### config.mk
export PLATFORM = sky130hd
export DESIGN_NAME = char_fifo
export DESIGN_NICKNAME = d
export VERILOG_FILES = /design/src/rtl/uart_pkg.sv /design/src/rtl/char_fifo_mem.sv /design/src/rtl/char_fifo.sv
export SDC_FILE = /design/constraint.sdc
export NUM_CORES = 1
export LEC_CHECK = 0
export ABC_AREA = 1
export CAP_MARGIN = 40
export CORE_UTILIZATION = 50
export CTS_CLUSTER_SIZE = 14
export DETAILED_ROUTE_END_ITERATION = 7
export GPL_TIMING_DRIVEN = 0
export PLACE_DENSITY = 0.69
export SYNTH_ARGS = -nofsm -noshare
export SYNTH_HDL_FRONTEND = slang
export SYNTH_HIERARCHICAL = 1
export SYNTH_SLANG_ARGS = --single-unit
### constraint.sdc
create_clock -name i_clk -period 5.7 [get_ports i_clk]
set_clock_uncertainty 0.05 [all_clocks]
set_input_delay 0.855 -clock i_clk [delete_from_list [all_inputs] [get_ports i_clk]]
set_output_delay 0.855 -clock i_clk [all_outputs]
set_load 0.01 [all_outputs]
### src/rtl/uart_pkg.sv
// Shared UART receive-path constants and the character type.
package uart_pkg;

  localparam int DEF_CHAR_W = 8;

  localparam logic [7:0] ASCII_LF = 8'h0A;
  localparam logic [7:0] ASCII_CR = 8'h0D;

  typedef logic [DEF_CHAR_W-1:0] char_t;

endpackage

### src/rtl/char_fifo_mem.sv
// DEPTH x CHAR_W register array: one synchronous write port, one asynchronous read port.
module char_fifo_mem #(
  parameter int DEPTH  = 16,
  parameter int CHAR_W = 8
) (
  input  logic                     i_clk,
  input  logic                     i_we,
  input  logic [$clog2(DEPTH)-1:0] i_waddr,
  input  logic [CHAR_W-1:0]        i_wdata,
  input  logic [$clog2(DEPTH)-1:0] i_raddr,
  output logic [CHAR_W-1:0]        o_rdata
);

  logic [CHAR_W-1:0] r_mem [DEPTH];

  // Storage is deliberately not reset; emptiness is tracked by the owner's count.
  always_ff @(posedge i_clk) begin
    if (i_we) begin
      r_mem[i_waddr] <= i_wdata;
    end
  end

  assign o_rdata = r_mem[i_raddr];

endmodule

### src/rtl/char_fifo.sv
// Receive-side character FIFO between the UART receiver and its consumer.
// Optional LF line detection is enabled by defining CHAR_FIFO_LINE_DET_EN.
module char_fifo
  import uart_pkg::*;
#(
  parameter int DEPTH  = 16,
  parameter int CHAR_W = DEF_CHAR_W
) (
  input  logic                   i_clk,
  input  logic                   i_rst,
  input  logic [CHAR_W-1:0]      i_char,
  input  logic                   i_finished,
  output logic [CHAR_W-1:0]      o_data,
  output logic                   o_valid,
  input  logic                   i_ready,
  output logic [$clog2(DEPTH):0] o_count,
  output logic                   o_full,
  output logic                   o_empty,
  output logic                   o_overflow,
  input  logic                   i_ovf_clr
`ifdef CHAR_FIFO_LINE_DET_EN
  ,
  output logic                   o_line_ready
`endif
);

  localparam int PW = $clog2(DEPTH);
  localparam int CW = PW + 1;

  logic [PW-1:0] r_wr_ptr;
  logic [PW-1:0] r_rd_ptr;
  logic [CW-1:0] r_count;
  logic          r_overflow;

  logic w_push;
  logic w_pop;
  logic w_drop;

  // Handshake: a byte transfers on any edge where o_valid && i_ready; o_data is
  // the head byte and stays stable until that transfer. i_ready while empty is ignored.
  assign w_pop  = o_valid && i_ready;
  // A pop in the same cycle frees a slot, so a push into a full FIFO is accepted then.
  assign w_push = i_finished && (!o_full || w_pop);
  assign w_drop = i_finished && !w_push;

  char_fifo_mem #(
    .DEPTH  (DEPTH),
    .CHAR_W (CHAR_W)
  ) u_mem (
    .i_clk   (i_clk),
    .i_we    (w_push),
    .i_waddr (r_wr_ptr),
    .i_wdata (i_char),
    .i_raddr (r_rd_ptr),
    .o_rdata (o_data)
  );

  always_ff @(posedge i_clk) begin
    if (i_rst) begin
      r_wr_ptr   <= '0;
      r_rd_ptr   <= '0;
      r_count    <= '0;
      r_overflow <= 1'b0;
    end else begin
      if (w_push) begin
        r_wr_ptr <= r_wr_ptr + PW'(1);
      end
      if (w_pop) begin
        r_rd_ptr <= r_rd_ptr + PW'(1);
      end
      case ({w_push, w_pop})
        2'b10:   r_count <= r_count + CW'(1);
        2'b01:   r_count <= r_count - CW'(1);
        default: r_count <= r_count;
      endcase
      // A drop and a clear in the same cycle leave the flag set.
      if (w_drop) begin
        r_overflow <= 1'b1;
      end else if (i_ovf_clr) begin
        r_overflow <= 1'b0;
      end
    end
  end

  assign o_count    = r_count;
  assign o_full     = (r_count == CW'(DEPTH));
  assign o_empty    = (r_count == '0);
  assign o_valid    = !o_empty;
  assign o_overflow = r_overflow;

`ifdef CHAR_FIFO_LINE_DET_EN
  logic [CW-1:0] r_line_cnt;
  logic          w_push_lf;
  logic          w_pop_lf;

  // Only accepted LFs are counted; a dropped LF never entered the buffer.
  assign w_push_lf = w_push && (i_char == CHAR_W'(ASCII_LF));
  assign w_pop_lf  = w_pop && (o_data == CHAR_W'(ASCII_LF));

  always_ff @(posedge i_clk) begin
    if (i_rst) begin
      r_line_cnt <= '0;
    end else begin
      case ({w_push_lf, w_pop_lf})
        2'b10:   r_line_cnt <= r_line_cnt + CW'(1);
        2'b01:   r_line_cnt <= r_line_cnt - CW'(1);
        default: r_line_cnt <= r_line_cnt;
      endcase
    end
  end

  assign o_line_ready = (r_line_cnt != '0);
`endif

endmodule

After elaboration in Yosys (flattened, before gate mapping) --
Memory sizes are Yosys's and may differ from the RTL's. A register that Yosys moved wholly into a read port is not among the register bits. Cells that the tools add are included.
Operators by class: add/sub/neg operators 4, equal/unequal tests 3, mux-type cells 7, reductions and logical operators 10
Operator list (count):
- $pmux 5 s2 | 1
- $add 4x1->4 const B | 2
- $mux 4 | 2
- $add 5x1->5 const B | 1
- $eq 5x5->1 const B | 1
- $logic_not 5->1 | 1
- $sub 5x1->5 const B | 1
- $mux 1 | 4
- $reduce_bool 2->1 | 2
- $logic_and 1x1->1 | 3
- $logic_not 1->1 | 3
- $eq 2x1->1 const B | 1
- $eq 2x2->1 const B | 1
- $logic_or 1x1->1 | 1
Word-level totals: bits in registers 14, RAM bits 128, output and inout bits 17, logic and storage cells 29, memories 1
Memory list:
- u_mem.r_mem | depth 16, bits a word 8, read ports 1, clocked after memory_dff 1, wr ports 1, line char_fifo_mem.sv:14 | logic [CHAR_W-1:0] r_mem [DEPTH];

Longest topological paths before layout --
word-level depth 8, mapped depth 13, gate-level depth less buffers 13

By module --
The synthesis kept the hierarchy.
Modules (own cells, without submodules):
- char_fifo_mem | instances 1, cells each 543, area each 5606.6 sq um, sequential area each 3843.7 sq um
- char_fifo | instances 1, cells each 106, area each 843.3 sq um, sequential area each 280.3 sq um

Least setup slack after synthesis --
Ideal clock, no wire load.
path kind input port to flip-flop, from input port i_finished, to register r_count[4], in the netlist o_count[4], arrival time 2045 ps, data required time 5535 ps, setup slack 3490 ps, cell stages on the path 12, path buffers 0, path through inv_1 > nand3_2 > inv_1 > fa_1 > a21oi_1 > nor2_1 > nor2_1 > inv_1 > nand2_1 > nand3_1 > nand2_1 > nor2_1
On the way: cells in the longest elaborated chain, start to end 3, elaborated cells on any way between the ends 5, those cells by class 2 x eq/ne; 1 x mux; 2 x reduce/logical
Ends and longest elaborated chain:
- start: declaration | line char_fifo.sv:12 | input logic i_finished,
- $logic_and 1x1->1 * | line char_fifo.sv:43 | assign w_push = i_finished && (!o_full || w_pop);
- $eq 2x1->1 or $eq 2x2->1 (tied branches) | line char_fifo.sv:71 | case ({w_push, w_pop})
- $pmux 5 s2 or $reduce_bool 2->1 (tied branches)
- end signal: assignment | line char_fifo.sv:72 | 2'b10: r_count <= r_count + CW'(1);
- end signal: assignment | line char_fifo.sv:73 | 2'b01: r_count <= r_count - CW'(1);
- end signal: assignment | line char_fifo.sv:74 | default: r_count <= r_count;
- end: declaration | line char_fifo.sv:32 | logic [CW-1:0] r_count;
Every way passes the cells marked *; elsewhere a longest branch is shown, timed or not. A chain may end at the register's enable or synchronous reset.

==> results.md <==
- Die area: roughly 13000 sq um
- DRC violations left: 0
- Reg area: roughly 4100 sq um
- Antenna violations before repair: 0
- FMAX: between 0.3 and 0.4 GHz
- Worst-margin pin slew: between 0.9 and 1 ns
- Initial DRT Pass Iterations: 5
- Worst r2r path cells: 6
- DP Wirelength: slightly above 10000 um
- Post_cts resized: 0
- Final setup TNS: 0 ns
- Min-Delay Endpoint: o_overflow
- Worst Hold Depth: 2
- Clock Root Buffer: clkbuf_16
- Routed Antenna Nets: 0
- CP arrival: 2.38 ns
- Clock transition at path regs: around 0.050 ns
- Core area: 12600 sq um
- Sequential fraction of the synthesis area: between 60% and 70%
- Gate Count Post-Synth: about 650
- Slew Viols, Final: 0
- Ys async rst share: 0%
- Postcts setup bufs: 0
- Leakage Power: approximately 3.2 nW
- Die X: roughly 120 um
- P&R area growth vs syn: 16.1%
- RSZ-0062 raised after global routing: no
- Ys Warns: 6
- Largest net degree at the start of global routing: 17
- Tcrit/Tclk final: approximately 58%
- CP peak stage delay: ~0.54 ns
- Commonest cells after routing, fill and taps aside: nand2_1 (186), edfxtp_1 (128), inv_1 (114), nand3_1 (101), nor2_1 (35)
- IO Port Bufs: 29
- Internal reg-to-reg setup slack: 3.29 ns
- Pwr/cell area: ~400 nW/um^2
- CP bufs+invs: 3
- Pwr Total: just under 3 mW
- Via/cell ratio: between 5 and 6
- DRT Wirelength: about 15000 um
- Outcome: finished, final reports clean
- Slowest CP cell: clkdlybuf4s50_1
- CTS Buf Count: 17
- MaxCap Viol Count: 0
- Clock Latency Late Sink: between 0.4 and 0.5 ns
- Hold violation total from the final report: 0
- CTS max path bufs: 2
- Routability congestion estimate: 0.914
- First-pass GRT wire length: 23500 um
- Cells after DPL: between 800 and 900
- H-tree Lvls: 4
- Row cnt: 41
- Multi-input logic area: approximately 1700 sq um
- Initial Util: between 50 and 60%
- Post-cts hold buffer count: 0
- Final net count: between 700 and 800
- Synthesized area per cell: a little under 10 sq um
- Hold wc startpoint: o_overflow
- Req. time, crit path: roughly 4.8 ns
- Commonest non-fill, non-tap cell in the layout: nand2_1
- Seq cells post-synth: approximately 140
- Reg-to-Reg Start: o_count[0]
- Reg2reg end: u_mem/r_mem[8][5]
- Antenna diodes: 0
- CP endpoint kind: primary output
- # IOs: 30
- Die Y-Extent: 116 um
- Class of the worst hold path: reg2reg
- Final setup fails: 0
- Synth unique cells: 28
- Synth Flop Type: edfxtp_1
- Vias in the first global route: 4336
- Initial DRC Count: about 530
- Crit-path cells: buf_2 > buf_2 > nand3_1 > nand3_1 > nand3_1 > nand2_1 > clkdlybuf4s50_1
- Fillcell total: about 1100
- Non-Filler Instances: approximately 880
- Post-synth EDFFs: about 130
- Crit path time final: 3.29 ns
- Worst path top cell family by delay: buffers and inverters
- Mapped Area: between 6000 and 7000 sq um
- Synth Net Count: ~670
- Mean routed wirelength per cell: around 17 um
- TritonCTS Sinks: between 100 and 150
- CTS tree: done
- Peak VDD IR: roughly 0.25 mV
- GR Overflow Total: 0
- Share of cells above drive strength 1: roughly 10%
- Gr usage total: between 20% and 30%
- CP max FO: 10
- CP Class: reg2out
- Slew HR: between 30 and 40%
- Vias: 4511
- CP most frequent cell: nand3_1
- Critical Path Source Type: register
[layer usage]
layer / wire length (um) / vias up / GRT usage [%]
met3: 984 / 33 / 3.71
met1: 6500 / 2108 / 32.8
met4: 362 / 0 / 10.6
met2: 7320 / 175 / 40.7
li1: - / 2195 / -
met5: 0 / - / 0
[cells in the mapped netlist (2+ instances only)]
cell type / number / area, sq um
nand3b_1: 2 / 15.0
inv_1: 114 / 428
dfxtp_1: 14 / 280
ha_1: 5 / 62.6
nand2_1: 186 / 698
nand3_2: 3 / 30.0
xor2_1: 2 / 17.5
o21ai_0: 3 / 15.0
buf_2: 13 / 65.1
nand2_4: 2 / 22.5
o21ai_1: 5 / 25.0
nor2_2: 2 / 12.5
nand3_1: 101 / 505
nand3_4: 3 / 52.6
nor2_4: 3 / 33.8
a21oi_2: 2 / 17.5
a21oi_1: 6 / 30.0
edfxtp_1: 128 / 3840
buf_4: 4 / 30.0
buf_6: 6 / 67.6
nor2_1: 35 / 131
inv_2: 4 / 15.0
[worst max path at each step]
stage	startpoint	to	slack (ns)	cells past startpoint
2_1_floorplan	i_finished	o_count[4]	3.49	12
4_1_cts	r_rd_ptr[1]	o_data[3]	2.42	7
3_5_place_dp	i_finished	u_mem/r_mem[4][0]	2.51	5
5_1_grt	r_rd_ptr[0]	o_data[3]	2.32	9
3_3_place_gp	i_finished	u_mem/r_mem[15][0]	2.52	5
6_report	r_rd_ptr[1]	o_data[6]	2.41	7
[state kept, by name (all words and copies together), names as in the netlist]
name         count
r_rd_ptr         4
r_wr_ptr         4
u_mem/r_mem    128
o_overflow       1
o_count          5
[area by class of cell]
class / instances / share of cell area [%]
repair buffers: 32 / 4.18
well taps: 172 / 2.87
inverters: 119 / 5.98
multi-input cells: 363 / 22.8
clock inverters: 10 / 1.00
clock buffers: 20 / 5.83
flip-flops and latches: 142 / 55.1
plain buffers: 25 / 2.32
[where the power goes]
part / total, mW / switching [mW] / leakage, nW / internal, mW
clock network: 0.958 / 0.374 / 0.245 / 0.584
logic: 0.803 / 0.496 / 1.69 / 0.308
registers: 1.21 / 0.0383 / 1.27 / 1.17
total: 2.97 / 0.908 / 3.20 / 2.06
[cells by family after synthesis]
logic type | Yosys count | share of synthesized area, %
AOI/OAI and AO/OA | 16 | 1.36
xor gates and xnor gates | 3 | 0.407
adders and majority gates | 6 | 1.28
buffers and inverters | 144 | 9.64
DFF | 142 | 63.9
and+or+nand+nor | 338 | 23.4
[metrics by stage]
| step | util (%) | hold WS (ns) | area (sq um) | worst slack, ns |
|---|---|---|---|---|
| after global placement | 55.1 | 0.407 | 6960 | 2.52 |
| after floorplan | - | 0.406 | 6450 | 3.49 |
| after CTS | 59.3 | 0.419 | 7490 | 2.42 |
| after global routing | 59.3 | 0.445 | 7490 | 2.32 |
| after detailed placement | 55.3 | 0.408 | 6980 | 2.51 |
| final | 59.3 | 0.414 | 7490 | 2.41 |
[worst min-delay path: stages, from the launching register on]
cell,delay (ns)
dfxtp_1,0.31
nand2_1,0.06
a21oi_1,0.05
(Power assumes the default switching activity.)
